$ cat config.mk
export PLATFORM = sky130hd
export DESIGN_NAME = biriscv_seq_divider
export DESIGN_NICKNAME = d
export VERILOG_FILES = /design/src/rtl/biriscv_seq_divider_pkg.sv /design/src/rtl/biriscv_seq_divider_div_step.sv /design/src/rtl/biriscv_seq_divider.sv
export SDC_FILE = /design/constraint.sdc
export NUM_CORES = 1
export LEC_CHECK = 0
export CAP_MARGIN = 20
export CORE_ASPECT_RATIO = 0.9
export CORE_MARGIN = 2
export CORE_UTILIZATION = 35
export DETAILED_ROUTE_END_ITERATION = 12
export PLACE_DENSITY_LB_ADDON = 0.12
export SETUP_SLACK_MARGIN = 0.2
export SLEW_MARGIN = 25
export SYNTH_ARGS = -nofsm -noshare
export SYNTH_HDL_FRONTEND = slang
export SYNTH_SLANG_ARGS = --single-unit
$ cat constraint.sdc
create_clock -name clk_i -period 10 [get_ports clk_i]
set_input_delay 2 -clock clk_i [delete_from_list [all_inputs] [get_ports clk_i]]
set_output_delay 2 -clock clk_i [all_outputs]
set_load 0.005 [all_outputs]
$ cat src/rtl/biriscv_seq_divider_pkg.sv
// Shared definitions for the sequential RV32M divider: instruction decode
// constants, funct3 codes for the divide group, FSM state encoding, step count
// and a small absolute-value helper used when latching operands.
package biriscv_seq_divider_pkg;

    localparam logic [6:0] OPCODE_OP     = 7'b0110011;
    localparam logic [6:0] FUNCT7_MULDIV = 7'b0000001;

    localparam logic [2:0] FUNCT3_DIV  = 3'b100;
    localparam logic [2:0] FUNCT3_DIVU = 3'b101;
    localparam logic [2:0] FUNCT3_REM  = 3'b110;
    localparam logic [2:0] FUNCT3_REMU = 3'b111;

    // One restoring step per dividend bit
    localparam int unsigned DIV_STEPS = 32;

    typedef enum logic [1:0] {
        ST_IDLE = 2'd0,
        ST_RUN  = 2'd1,
        ST_DONE = 2'd2
    } div_state_t;

    // Magnitude of a value; only signed operations fold negative inputs
    function automatic logic [31:0] abs_if_signed(input logic is_signed,
                                                  input logic [31:0] value);
        return (is_signed && value[31]) ? (~value + 32'd1) : value;
    endfunction

endpackage

$ cat src/rtl/biriscv_seq_divider_div_step.sv
// One combinational restoring-division step: shift the partial remainder left,
// append the next dividend bit, and subtract the divisor when it fits.
// No state; pure function of its inputs.
module biriscv_div_step (
    input  logic [31:0] rem_in,
    input  logic [31:0] divisor,
    input  logic        dividend_bit,
    output logic [31:0] rem_out,
    output logic        quotient_bit
);

    logic [32:0] shifted;
    logic [32:0] diff;

    // The partial remainder stays below the divisor, so the shifted value fits
    // in 33 bits and bit 32 of the difference is an exact borrow flag.
    assign shifted      = {rem_in, dividend_bit};
    assign diff         = shifted - {1'b0, divisor};
    assign quotient_bit = ~diff[32];
    assign rem_out      = diff[32] ? shifted[31:0] : diff[31:0];

endmodule

$ cat src/rtl/biriscv_seq_divider.sv
// Sequential 32-bit RV32M divider (DIV/DIVU/REM/REMU), one quotient bit per cycle.
// Fixed latency: result valid in the cycle after the 33rd edge following accept.
// hold_i freezes every register; new ops are only taken when not busy.
module biriscv_seq_divider
    import biriscv_seq_divider_pkg::*;
(
    input  logic        clk_i,
    input  logic        rst_i,
    input  logic        opcode_valid_i,
    input  logic [31:0] opcode_opcode_i,
    input  logic [31:0] opcode_ra_operand_i,
    input  logic [31:0] opcode_rb_operand_i,
    input  logic        hold_i,
    output logic        writeback_valid_o,
    output logic [31:0] writeback_value_o,
    output logic        busy_o
);

    div_state_t  state;
    logic [5:0]  step_cnt;
    logic [31:0] dq;          // dividend shifts out MSB-first, quotient shifts in
    logic [31:0] rem;         // partial remainder
    logic [31:0] divisor;     // |divisor|
    logic        q_neg;       // negate quotient at completion
    logic        r_neg;       // negate remainder at completion
    logic        rem_sel;     // REM/REMU selects the remainder
    logic [31:0] result;

    logic [2:0]  funct3;
    logic        is_divgrp;
    logic        accept;
    logic        op_signed;
    logic        op_rem;
    logic [31:0] step_rem;
    logic        step_qbit;

    // Decode: only the divide half of the M extension is handled here
    assign funct3    = opcode_opcode_i[14:12];
    assign is_divgrp = (opcode_opcode_i[6:0] == OPCODE_OP) &&
                       (opcode_opcode_i[31:25] == FUNCT7_MULDIV) && funct3[2];
    assign accept    = opcode_valid_i && !hold_i && (state != ST_RUN) && is_divgrp;
    assign op_signed = (funct3 == FUNCT3_DIV) || (funct3 == FUNCT3_REM);
    assign op_rem    = (funct3 == FUNCT3_REM) || (funct3 == FUNCT3_REMU);

    biriscv_div_step u_step (
        .rem_in       (rem),
        .divisor      (divisor),
        .dividend_bit (dq[31]),
        .rem_out      (step_rem),
        .quotient_bit (step_qbit)
    );

    // Control FSM and datapath: load on accept, 32 steps, sign-correct into DONE
    always_ff @(posedge clk_i or posedge rst_i) begin
        if (rst_i) begin
            state    <= ST_IDLE;
            step_cnt <= 6'd0;
            dq       <= 32'd0;
            rem      <= 32'd0;
            divisor  <= 32'd0;
            q_neg    <= 1'b0;
            r_neg    <= 1'b0;
            rem_sel  <= 1'b0;
            result   <= 32'd0;
        end else if (!hold_i) begin
            case (state)
                ST_RUN: begin
                    if (step_cnt == 6'(DIV_STEPS)) begin
                        // A zero divisor leaves an all-ones quotient and |a| as the
                        // remainder; q_neg was cleared for that case so the
                        // quotient stays all-ones and the remainder becomes a.
                        if (rem_sel)
                            result <= r_neg ? (~rem + 32'd1) : rem;
                        else
                            result <= q_neg ? (~dq + 32'd1) : dq;
                        state <= ST_DONE;
                    end else begin
                        rem      <= step_rem;
                        dq       <= {dq[30:0], step_qbit};
                        step_cnt <= step_cnt + 6'd1;
                    end
                end
                default: begin
                    if (accept) begin
                        dq       <= abs_if_signed(op_signed, opcode_ra_operand_i);
                        divisor  <= abs_if_signed(op_signed, opcode_rb_operand_i);
                        rem      <= 32'd0;
                        step_cnt <= 6'd0;
                        rem_sel  <= op_rem;
                        q_neg    <= op_signed &&
                                    (opcode_ra_operand_i[31] ^ opcode_rb_operand_i[31]) &&
                                    (opcode_rb_operand_i != 32'd0);
                        r_neg    <= op_signed && opcode_ra_operand_i[31];
                        state    <= ST_RUN;
                    end else begin
                        state <= ST_IDLE;
                    end
                end
            endcase
        end
    end

    // Outputs depend on registers only
    assign writeback_valid_o = (state == ST_DONE);
    assign writeback_value_o = (state == ST_DONE) ? result : 32'd0;
    assign busy_o            = (state == ST_RUN);

endmodule

# Word level (Yosys, flattened, before mapping)
# Cells that the tools add are included.
[op_classes]
addsub = 6
mul = 0
n_div = 0
magnitude_cmp = 0
eq_ne = 11
n_shift = 0
mux = 19
bitwise_logic = 8
n_reduce_logical = 18
[ops]
columns = ["op", "n"]
rows = [
  ["32-bit two-way mux", 13],
  ["32-bit by 1-bit adder with 32-bit output, second input constant", 4],
  ["32-bit inverter", 4],
  ["33-bit by 32-bit subtractor with 33-bit output", 1],
  ["32-bit nonzero test", 1],
  ["6-bit two-way mux", 3],
  ["3-bit equality test, second input constant", 3],
  ["1-bit logical AND", 9],
  ["3-bit AND reduction", 3],
  ["7-bit by 1-bit equality test with 1-bit output, second input constant", 1],
  ["7-bit by 6-bit equality test with 1-bit output, second input constant", 1],
  ["6-bit by 1-bit adder with 6-bit output, second input constant", 1],
  ["6-bit equality test, second input constant", 1],
  ["2-bit two-way mux", 2],
  ["2-bit by 1-bit != test with 1-bit output, second input constant", 2],
  ["1-bit inverter", 3],
  ["2-bit by 1-bit equality test with 1-bit output, second input constant", 1],
  ["2-bit equality test, second input constant", 1],
  ["1-bit logical OR", 2],
  ["2-bit != test, second input constant", 1],
  ["2-bit AND reduction", 1],
  ["2-bit nonzero test", 1],
  ["1-bit zero test", 1],
  ["1-bit two-way mux", 1],
  ["1-bit XOR", 1],
]
[totals]
reg_bits = 139
latchBits = 0
mem_bits_rw = 0
romBits = 0
out_inout_bits = 34
n_memories = 0

# Depth between registers and ports, before layout
# Gate-level depths: netlist (run 1).
[depth]
word_depth = 6
ltp_mapped = 13
depth_no_buf = 12

# Hierarchy
# A second synthesis (run 1) with hierarchy kept.
[unflattened]
hier_cells = 1364
hier_area_um2 = 11421.0
[by_module_without_submodules]
columns = ["mod", "instances", "cells_each", "area_each_um2", "seq_area_each_um2"]
rows = [
  ["biriscv_seq_divider", 1, 1053, 9165.0, 3478.3],
  ["biriscv_div_step", 1, 311, 2255.9, 0.0],
]

# Worst setup path before layout (run 1)
# OpenSTA, ideal clock, no wires.
[synth_timing]
kind = "in2reg"
from = "in opcode_ra_operand_i[4]"
to = "reg dq[29]"
arrival_time_ps = 3976
path_slack_ps = 5891
cell_stages = 9
path_buffers = 0
cell_sequence = "or3_1 > or4_1 > nand2b_1 > nor2b_1 > and2_1 > nand3_1 > o31ai_1 > xor2_1 > o21ai_0"
[synth_via]
elab_chain_len = 5
[synth_rtl]
columns = ["item", "line", "text"]
rows = [
  ["start, declared", "biriscv_seq_divider.sv:11", "input logic [31:0] opcode_ra_operand_i,"],
  ["32-bit inverter", "biriscv_seq_divider_pkg.sv:26", "return (is_signed && value[31]) ? (~value + 32'd1) : value;"],
  ["32-bit by 1-bit adder with 32-bit output", "biriscv_seq_divider_pkg.sv:26", ""],
  ["32-bit two-way mux", "biriscv_seq_divider_pkg.sv:26", ""],
  ["32-bit two-way mux", "biriscv_seq_divider.sv:84", "if (accept) begin"],
  ["32-bit two-way mux", "biriscv_seq_divider.sv:66", "case (state)"],
  ["end signal, assigned", "biriscv_seq_divider.sv:79", "dq <= {dq[30:0], step_qbit};"],
  ["end signal, assigned", "biriscv_seq_divider.sv:85", "dq <= abs_if_signed(op_signed, opcode_ra_operand_i);"],
  ["end, declared", "biriscv_seq_divider.sv:21", "logic [31:0] dq;"],
]
# Every way passes these cells. The select of a mux whose other input is x is not followed.
# A chain may end at the register's enable or synchronous reset.

# Final worst setup path (run 1)
[layout_timing]
from = "in opcode_rb_operand_i[4]"
to = "reg divisor[29]"
[layout_via]
elab_chain_len = 3
[layout_rtl]
columns = ["item", "line", "text"]
rows = [
  ["start, declared", "biriscv_seq_divider.sv:12", "input logic [31:0] opcode_rb_operand_i,"],
  ["32-bit inverter", "biriscv_seq_divider_pkg.sv:26", ""],
  ["32-bit by 1-bit adder with 32-bit output", "biriscv_seq_divider_pkg.sv:26", ""],
  ["32-bit two-way mux", "biriscv_seq_divider_pkg.sv:26", ""],
  ["end signal, assigned", "biriscv_seq_divider.sv:86", "divisor <= abs_if_signed(op_signed, opcode_rb_operand_i);"],
  ["end, declared", "biriscv_seq_divider.sv:23", "logic [31:0] divisor;"],
]
# Every way passes these cells.

==> results of run 1 <==
power groups by stage:
| stage | registers, uW | logic (uW) | clock network (uW) |
|---|---|---|---|
| 6_report | 794 | 1340 | 658 |
| 5_1_grt | 812 | 1500 | 690 |
| 4_1_cts | 795 | 1340 | 671 |
| 3_5_place_dp | 803 | 1330 | 0 |
| 3_3_place_gp | 804 | 1320 | 0 |
| 2_1_floorplan | 748 | 1070 | 0 |
sequential cells by signal, indices dropped and copies added (netlist names):
| register | cells |
|---|---|
| divisor | 32 |
| dq | 32 |
| rem | 32 |
| result | 32 |
| step_cnt | 6 |
| state | 2 |
| q_neg | 1 |
| r_neg | 1 |
| rem_sel | 1 |
placed cells by master, fill, tap and decap left out, types with 5 or more instances in the layout:
cell,count
nand2_1,169
o21ai_0,155
dfrtp_1,138
clkdlybuf4s50_1,118
xor2_1,75
nor2_1,74
xnor2_1,73
a21oi_1,61
inv_1,50
and2_1,39
ha_1,38
nand3_1,30
mux2i_1,27
a22oi_1,26
o31ai_1,23
nor3_1,19
nand2b_1,18
o41ai_1,17
clkbuf_16,17
nor4_1,15
a21o_1,11
or3_1,10
a221o_1,9
o211ai_1,9
nor2b_1,8
o221ai_1,8
and3_1,8
buf_4,7
or4_1,6
nor4b_1,5
nand4_1,5
cell type report:
class | count | area [sq um]
fillers | 2904 | 16540
multi-input cells | 1004 | 6464
flip-flops and latches | 139 | 3480
repair buffers | 125 | 1234
well taps | 396 | 495.5
clock buffers | 18 | 429.2
inverters | 51 | 196.4
clock inverters | 14 | 171.4
worst reg2reg max path, delay by kind of cell, from the launching register on:
| kind | cells | cell delay, ns |
|---|---|---|
| AO/OA/AOI/OAI | 7 | 2.02 |
| AND/OR/NAND/NOR | 2 | 0.55 |
| adder cells (fa/ha/maj) | 2 | 0.61 |
| buffers and inverters | 2 | 0.49 |
| flip-flops | 1 | 0.40 |
layer usage:
layer	vias to the layer above	routed length [um]	part of all wire [%]	global-route usage [%]
met1	4446	13410	48	25.23
met2	137	13450	48	30.76
li1	4615	-	-	-
met4	0	243	0.87	3.623
met5	-	0	0	0
met3	21	867	3.1	2.675
worst min-delay path by stage:
stage / startpoint / end / slack [ns] / depth (start not counted)
after floorplan: result[17]$_DFFE_PP0P_ / result[17]$_DFFE_PP0P_ / 0.43 / 2
after global placement: result[17]$_DFFE_PP0P_ / result[17]$_DFFE_PP0P_ / 0.44 / 2
after detailed placement: result[17]$_DFFE_PP0P_ / result[17]$_DFFE_PP0P_ / 0.45 / 2
after CTS: result[17]$_DFFE_PP0P_ / result[17]$_DFFE_PP0P_ / 0.46 / 2
after global routing: result[17]$_DFFE_PP0P_ / result[17]$_DFFE_PP0P_ / 0.50 / 2
final: result[17]$_DFFE_PP0P_ / result[17]$_DFFE_PP0P_ / 0.46 / 2
per-stage QoR:
| stage | power [uW] | cells |
|---|---|---|
| floorplan | 1814 | 1255 |
| global placement | 2128 | 1715 |
| detailed placement | 2137 | 1715 |
| CTS | 2809 | 1747 |
| global route | 3006 | 1747 |
| finish | 2792 | 1747 |
logic make-up (layout without fill, tap and decap cells):
logic type      after synthesis  count (layout)  share of synthesized area (%)
flops                       139             139                          33.51
xor+xnor                    148             148                          12.49
buf+inv                     112             208                          4.424
simple gates                433             433                          20.47
fa+ha+maj                    39              39                          4.774
mux                          27              27                          2.604
compound gates              357             357                          21.72
==> reports/metrics.cfg, run 1 <==
[cts]
cts_buffer_depth = 2
cts_tree = yes
cts_buffers = 17
hold_buffers = 0
cts_sinks = 139
cts_root_buf = clkbuf_16
clk_latency_ns = 0.43
clkTransAtPathRegs_ns = 0.06
post-cts-setup-buffers = 0
htreeDepth = 4
postCtsResizedCells = 0

[sta]
setup_violations = 0
slew_headroom_pct = 34.08
finalCritPeriodShare_pct = 45.96
maxSlewViolCount = 0
finClkSkew_ns = 0.01054
tns_ns = 0
setup_ws_ns = 5.404
fmax_ghz = 0.2176
worstMarginPinSlew_ns = 0.9854
holdWs_ns = 0.4622
finalHoldViolCount = 0
rsz0062_at_grt = false
post-route-min-period_ns = 4.596

[synthesis]
synth_common_cells = nand2_1 (169), o21ai_0 (155), dfrtp_1 (139), nor2_1 (75), xor2_1 (75)
yosysWarnings = 0
async_reset_ff_share_pct = 100.0
netlist-cell-type-count = 74
synth_edf_count = 0
synth_area_sq_mm = 0.01038
ys.flop_type = dfrtp_1
synth-seq-cells = 139
synth_area_per_cell_sq_um = 8.270
syn_inst = 1255
ys_seq_area_share_pct = 33.51
synth_top_area_share_pct = 33.51
synth_top_area_cell = dfrtp_1
syn_nets = 1394
synth_top_cells_by_area = dfrtp_1 (34%), o21ai_0 (7.5%), xor2_1 (6.3%)
yosysMostFrequentCell = nand2_1

[worst_setup_path]
crit_type = input port to flip-flop
cp.required_ns = 10.28
arrival_ns = 4.88
r2r-start = dq[31]$_DFFE_PP0P_
cp-start-kind = input port
worst-path-stages = 10
crit_end = divisor[29]$_DFFE_PP0P_
slowest_delay_ns = 0.60
startpoint = opcode_rb_operand_i[4]
crit_path_top_delay_cell = nor4_1
critical_path.max_fanout = 5
r2r_setup_slack_ns = 5.80
r2r_cells = 13
cp_top_family = simple AND/OR/NAND/NOR gates
crit_path_end_kind = flip-flop
path_buf_inv = 1
timing.rr.end = rem[27]$_DFFE_PP0P_
crit_path_cell_trace = clkdlybuf4s50_1, nor3_1, nand2b_1, nor4_1, nand4_1, nor2_1, nand2_1, o41ai_1, xor2_1, o21ai_0

[placement]
gp_congestion = 0.8410
place_area_sq_mm = 0.01186
pre_cts_slack_ns = 4.992
io_buffers = 118
dp_hpwl_um = 20460

[route]
vias = 9219
drt_iter0_drc = 575
wl_per_cell_um = 16.01
ant_nets = 0
drtPass1Iterations = 5
vias_per_cell = 5.277
drc = 0
wl_um = 27970

[pwr]
clkPwrFrac_pct = 23.6
ir_worst_vdd_mv = 0.1453
leakage_uw = 0.005010
switching_share_pct = 41.32
powerDensity_mw_per_mm2 = 223.9
p_int_uw = 1638
comb_power_share_pct = 48.0
p_seq_share_pct = 28.4
p_switching_uw = 1154

[global_route]
grt_pass1_vias = 9182
antenna_found_initial = 0
overflow = 0
grt_pass1_wl_um = 46190
grt_max_degree = 86
grt_util_all_layers_pct = 18.37

[cells_and_area]
nets = 1477
drive_gt1_share_pct = 4.737
fin_util_pct = 42.98
finalInstanceArea_sq_mm = 0.01247
n_antenna_cell = 0
area_delta_synth_final_pct = 20.15

[floorplan]
io_pins = 134
rows = 59
initial_utilization_pct = 35.77
die_y_um = 167.4
fp.dieW_um = 185.5
dieArea_sq_mm = 0.03105
core_sq_mm = 0.02901

[flow_run]
maxCapViolations = 0

[hold_path]
hp-class = flip-flop to flip-flop

[run_status]
status = finished clean

(Power assumes the default switching activity.)
==> run 2, diff against run 1 <==
Clock period 10 ns to 4.2 ns, I/O delays scaled along.
==> run 2 against run 1 <==
Sequential share of layout area decreased by 0.31 points; combinational power increased by 140%; first-iteration DRC count decreased by 13%; count of clock-buffer cells in the layout unchanged; via count decreased by 0.16%; clock skew increased by 0.0034 ns; register-to-register slack got worse by 5.4 ns; die area unchanged; critical path depth increased by 2; cell area increased by 1.1%; clock power increased by 150%; non-clock buffer count increased by 10; critical path type is now flip-flop to flip-flop.
==> reports/metrics.cfg, run 2 (synthesis gave the netlist of run 1 again) <==
[route]
wl_per_cell_um = 15.99
drc = 0
vias_per_cell = 5.238
ant_nets = 0
wl_um = 28100
drt_iter0_drc = 502
vias = 9204
drtPass1Iterations = 5

[pwr]
p_switching_uw = 2804
leakage_uw = 0.005081
ir_worst_vdd_mv = 0.2898
p_seq_share_pct = 27.9
switching_share_pct = 41.37
comb_power_share_pct = 48.2
clkPwrFrac_pct = 23.9
powerDensity_mw_per_mm2 = 537.6
p_int_uw = 3974

[global_route]
grt_pass1_wl_um = 45970
grt_util_all_layers_pct = 18.44
grt_pass1_vias = 8929
grt_max_degree = 140
overflow = 0
antenna_found_initial = 0

[sta]
worstMarginPinSlew_ns = 0.9316
slew_headroom_pct = 37.89
finClkSkew_ns = 0.01390
rsz0062_at_grt = false
setup_violations = 0
finalHoldViolCount = 0
maxSlewViolCount = 0
fmax_ghz = 0.2628
post-route-min-period_ns = 3.804
tns_ns = 0
finalCritPeriodShare_pct = 90.58

[hold_path]
hold_end = result[17]$_DFFE_PP0P_
hold_path_depth = 2
hp-class = flip-flop to flip-flop
hold_start = result[17]$_DFFE_PP0P_

[cts]
cts_tree = yes
cts_root_buf = clkbuf_16
post-cts-setup-buffers = 0
htreeDepth = 4
cts_sinks = 139
cts_buffer_depth = 2
hold_buffers = 0
clk_latency_ns = 0.43
cts_buffers = 17
clkTransAtPathRegs_ns = 0.07

[cells_and_area]
layout_commonest_cell = nand2_1
drive_gt1_share_pct = 5.437
n_antenna_cell = 0
final_cell_mix = nand2_1 (169), o21ai_0 (155), dfrtp_1 (138)
fin_util_pct = 43.46
area_delta_synth_final_pct = 21.49
nets = 1487

[flow_run]
maxCapViolations = 0

[worst_setup_path]
cp.required_ns = 4.51
cp-start-kind = flip-flop
crit_type = flip-flop to flip-flop
crit_path_end_kind = flip-flop
arrival_ns = 4.11
r2r-start = dq[31]$_DFFE_PP0P_
r2r_cells = 12
r2r_setup_slack_ns = 0.40
timing.rr.end = rem[27]$_DFFE_PP0P_
critical_path.max_fanout = 8

[floorplan]
fp.dieW_um = 185.5
dieArea_sq_mm = 0.03105
core_sq_mm = 0.02901
die_y_um = 167.4
initial_utilization_pct = 35.77
io_pins = 134
rows = 59

[placement]
io_buffers = 118
gp_congestion = 0.8094
dp_hpwl_um = 20570

[run_status]
status = finished clean

[run 2: changes by cell type in the layout (fill, tap and decap cells not counted), moves of 2 or more]
cell,change
buf_12,+3
clkinv_4,-2
inv_6,+3
buf_4,+7
clkinv_2,-3
[run 2: cell type report]
class / count / area [sq um]
repair buffers: 135 / 1346
multi-input cells: 1004 / 6469
fillers: 2913 / 16400
inverters: 51 / 195.2
well taps: 396 / 495.5
clock buffers: 18 / 439.2
flip-flops and latches: 139 / 3480
clock inverters: 14 / 185.2
[run 2: worst max path at each step]
stage	slack, ns	startpoint	to	cells after the start
4_1_cts	0.31	dq[31]$_DFFE_PP0P_	rem[27]$_DFFE_PP0P_	12
2_1_floorplan	0.97	dq[31]$_DFFE_PP0P_	rem[27]$_DFFE_PP0P_	12
5_1_grt	0.23	dq[31]$_DFFE_PP0P_	rem[1]$_DFFE_PP0P_	12
3_3_place_gp	0.37	dq[31]$_DFFE_PP0P_	rem[27]$_DFFE_PP0P_	12
6_report	0.40	dq[31]$_DFFE_PP0P_	rem[27]$_DFFE_PP0P_	12
3_5_place_dp	0.34	dq[31]$_DFFE_PP0P_	rem[27]$_DFFE_PP0P_	12
[run 2: what timing repair did]
action,CTS,global route
setup endpoints to repair,0,28
endpoints found under the hold margin,0,0
resized for setup,0,1
[run 2: critical path: stages, from the launching register on]
cell	delay [ns]
dfrtp_1	0.40
inv_1	0.15
ha_1	0.24
fa_1	0.38
nand2b_1	0.19
a21oi_1	0.20
o211ai_1	0.22
a2111oi_4	0.47
o32ai_2	0.21
o21ai_0	0.33
o311ai_4	0.24
and2_1	0.31
a221o_1	0.34
[run 2: power by group through the flow]
| stage | clock network, uW | registers [uW] | logic, uW |
|---|---|---|---|
| after floorplan | 0 | 1780 | 2540 |
| after global placement | 0 | 1910 | 3230 |
| after detailed placement | 0 | 1910 | 3250 |
| after CTS | 1660 | 1890 | 3270 |
| after global routing | 1720 | 1920 | 3670 |
| final | 1620 | 1890 | 3270 |
[run 2: per-layer routing]
metal	vias to the layer above	wire, um	global-route usage [%]
met2	149	13340	30.19
met3	16	902	3.241
met5	-	0	0
li1	4629	-	-
met4	0	284	3.382
met1	4410	13570	25.68
[run 2: through the flow]
stage | hold slack [ns] | instances | setup WS (ns) | total power (uW) | instance area, sq um
3_5_place_dp | 0.4571 | 1725 | 0.3385 | 5159 | 11970
2_1_floorplan | 0.4304 | 1255 | 0.9682 | 4319 | 10380
4_1_cts | 0.4723 | 1757 | 0.3066 | 6816 | 12600
5_1_grt | 0.4972 | 1757 | 0.2269 | 7319 | 12610
6_report | 0.4651 | 1757 | 0.3955 | 6779 | 12610
3_3_place_gp | 0.4437 | 1725 | 0.3658 | 5141 | 11970
==> run 3, diff against run 2 <==
Settings changed: ABC_AREA from default to 1.
==> run 3 against run 2 <==
First-iteration DRC count is 140% higher; synthesized area is 23% higher; largest power group is now clock; critical endpoint is now writeback_value_o[2]; wire length is 60% higher.
==> reports/metrics.cfg, run 3 <==
[run_status]
status = finished clean

[sta]
finClkSkew_ns = 0.01520
post-route-min-period_ns = 3.230
slew_headroom_pct = 38.09
finalHoldViolCount = 0
finalCritPeriodShare_pct = 76.90
holdWs_ns = 0.4837
fmax_ghz = 0.3096
maxSlewViolCount = 0
worstMarginPinSlew_ns = 0.9267
tns_ns = 0
setup_ws_ns = 0.9703
setup_violations = 0
rsz0062_at_grt = false

[pwr]
powerDensity_mw_per_mm2 = 240.7
clkPwrFrac_pct = 43.5
ir_worst_vdd_mv = 0.1990
switching_share_pct = 29.99
p_seq_share_pct = 40.7
leakage_uw = 0.007909
comb_power_share_pct = 15.8
p_switching_uw = 1087
p_int_uw = 2537

[flow_run]
maxCapViolations = 0

[synthesis]
synth-seq-cells = 139
ys.flop_type = dfrtp_1
synth_common_cells = nand2_1 (675), inv_1 (363), nand3_1 (258), nor2_1 (214), dfrtp_1 (139)
synth_area_sq_mm = 0.01276
netlist-cell-type-count = 43
yosysMostFrequentCell = nand2_1
synth_top_cells_by_area = dfrtp_1 (27%), nand2_1 (20%), inv_1 (11%)
synth_edf_count = 0
synth_area_per_cell_sq_um = 5.924
yosysWarnings = 0
synth_top_area_cell = dfrtp_1
ys_seq_area_share_pct = 27.26
async_reset_ff_share_pct = 100.0
syn_nets = 2293
synth_top_area_share_pct = 27.26
syn_inst = 2154

[route]
routed-wl-met2_um = 19040
highest_layer = met4
vias_per_cell = 4.999
drt_iter0_drc = 1226
wl_um = 44850
wl_met1_um = 22650
ant_nets = 0
vias = 13702
wl_met3_um = 2379
drc = 0
drtPass1Iterations = 5
wl_per_cell_um = 16.36

[placement]
pre_cts_slack_ns = 0.9289
gp_congestion = 0.8993
dp_hpwl_um = 36190
io_buffers = 118
place_area_sq_mm = 0.01446

[worst_setup_path]
path_buf_inv = 4
crit_path_cell_trace = inv_1, nor2_1, inv_1, buf_4, nor2_1, clkdlybuf4s50_1
cp_top_family = buffers and inverters
cp.required_ns = 3.36
slowest_delay_ns = 0.55
crit_path_end_kind = output port
cp-start-kind = flip-flop
r2r_cells = 17
arrival_ns = 2.39
critical_path.max_fanout = 32
crit_type = flip-flop to output port
crit_path_top_delay_cell = clkdlybuf4s50_1
worst-path-stages = 6

[cells_and_area]
multi_input_area_sq_mm = 0.007594
num-fill-cells = 3955
n_antenna_cell = 0
nets = 2391
area_delta_synth_final_pct = 18.02
final_cell_mix = nand2_1 (675), inv_1 (361), nand3_1 (258)
regArea_sq_mm = 0.003478
finalInstanceArea_sq_mm = 0.01506
layout_commonest_cell = nand2_1
drive_gt1_share_pct = 4.106

[floorplan]
initial_utilization_pct = 35.44
die_y_um = 185.1
io_pins = 134
dieArea_sq_mm = 0.03801
rows = 66
fp.dieW_um = 205.3
core_sq_mm = 0.03600

[cts]
postCtsResizedCells = 0
hold_buffers = 0
cts_buffers = 17
cts_tree = yes
cts_buffer_depth = 2
post-cts-setup-buffers = 0
htreeDepth = 4
clk_latency_ns = 0.44
clkTransAtPathRegs_ns = 0.07
cts_root_buf = clkbuf_16
cts_sinks = 139

[global_route]
grt_max_degree = 40
antenna_found_initial = 0
grt_pass1_wl_um = 70750
grt_util_all_layers_pct = 24.13
grt_pass1_vias = 12666
overflow = 0

[hold_path]
hp-class = flip-flop to flip-flop
hold_path_depth = 2

[run 3: cell count changes after synthesis, sizes merged, moves of 22 or more]
cell | previous run | this run
and2 | 40 | 4
buf | 7 | 29
inv | 51 | 373
mux2i | 27 | 0
nand2 | 170 | 685
nand3 | 30 | 259
nor2 | 75 | 219
o21ai | 160 | 112
o31ai | 24 | 1
xnor2 | 73 | 13
xor2 | 75 | 33
[run 3: logic make-up (layout without fill, tap and decap cells)]
family	count (synthesis)	count (layout)	share of synthesized area [%]
flops	139	139	27.26
fa+ha+maj	39	39	3.883
compound gates	264	264	12.05
simple gates	1228	1228	40.38
buf+inv	438	549	13.28
xor+xnor	46	46	3.157
[run 3: per-layer routing]
layer | vias to the layer above | global-route usage (%)
li1 | 7031 | -
met2 | 388 | 36.35
met1 | 6244 | 36.08
met4 | 0 | 5.957
met3 | 39 | 3.255
met5 | - | 0
[run 3: layout make-up]
class                   instances  area share, %
flip-flops and latches        139          23.10
repair buffers                141          9.155
clock inverters                14          1.063
multi-input cells            1577          50.42
clock buffers                  18          2.916
inverters                     376          9.396
well taps                     476          3.954
[run 3: worst min-delay path: stages, from the launching register on]
cell and delay, ns:
dfrtp_1 0.34, nand2_1 0.05, nand2_1 0.06
[run 3: power by group through the flow]
stage / clock (uW) / combinational, uW / sequential, uW
floorplan: 0 / 343 / 1480
global placement: 0 / 564 / 1500
detailed placement: 0 / 569 / 1500
CTS: 1600 / 571 / 1470
global route: 1660 / 650 / 1480
finish: 1580 / 574 / 1480
[run 3: worst paths after layout]
kind / start / end / slack [ns]
max reg2reg: dq[31]$_DFFE_PP0P_ / rem[28]$_DFFE_PP0P_ / 1.40
min reg2reg: result[24]$_DFFE_PP0P_ / result[24]$_DFFE_PP0P_ / 0.48
max: state[1]$_DFFE_PP0P_ / writeback_value_o[2] / 0.97
max in group asynchronous: rst_i / divisor[17]$_DFFE_PP0P_ / 2.49
min in group asynchronous: rst_i / result[21]$_DFFE_PP0P_ / 0.94
min: result[24]$_DFFE_PP0P_ / result[24]$_DFFE_PP0P_ / 0.48
[run 3: per-stage QoR]
stage,utilization (%),total power [uW],std cells
floorplan,-,1824,2154
detailed placement,40.17,2067,2709
CTS,41.83,3640,2741
finish,41.83,3624,2741
global placement,40.17,2061,2709
global route,41.83,3789,2741
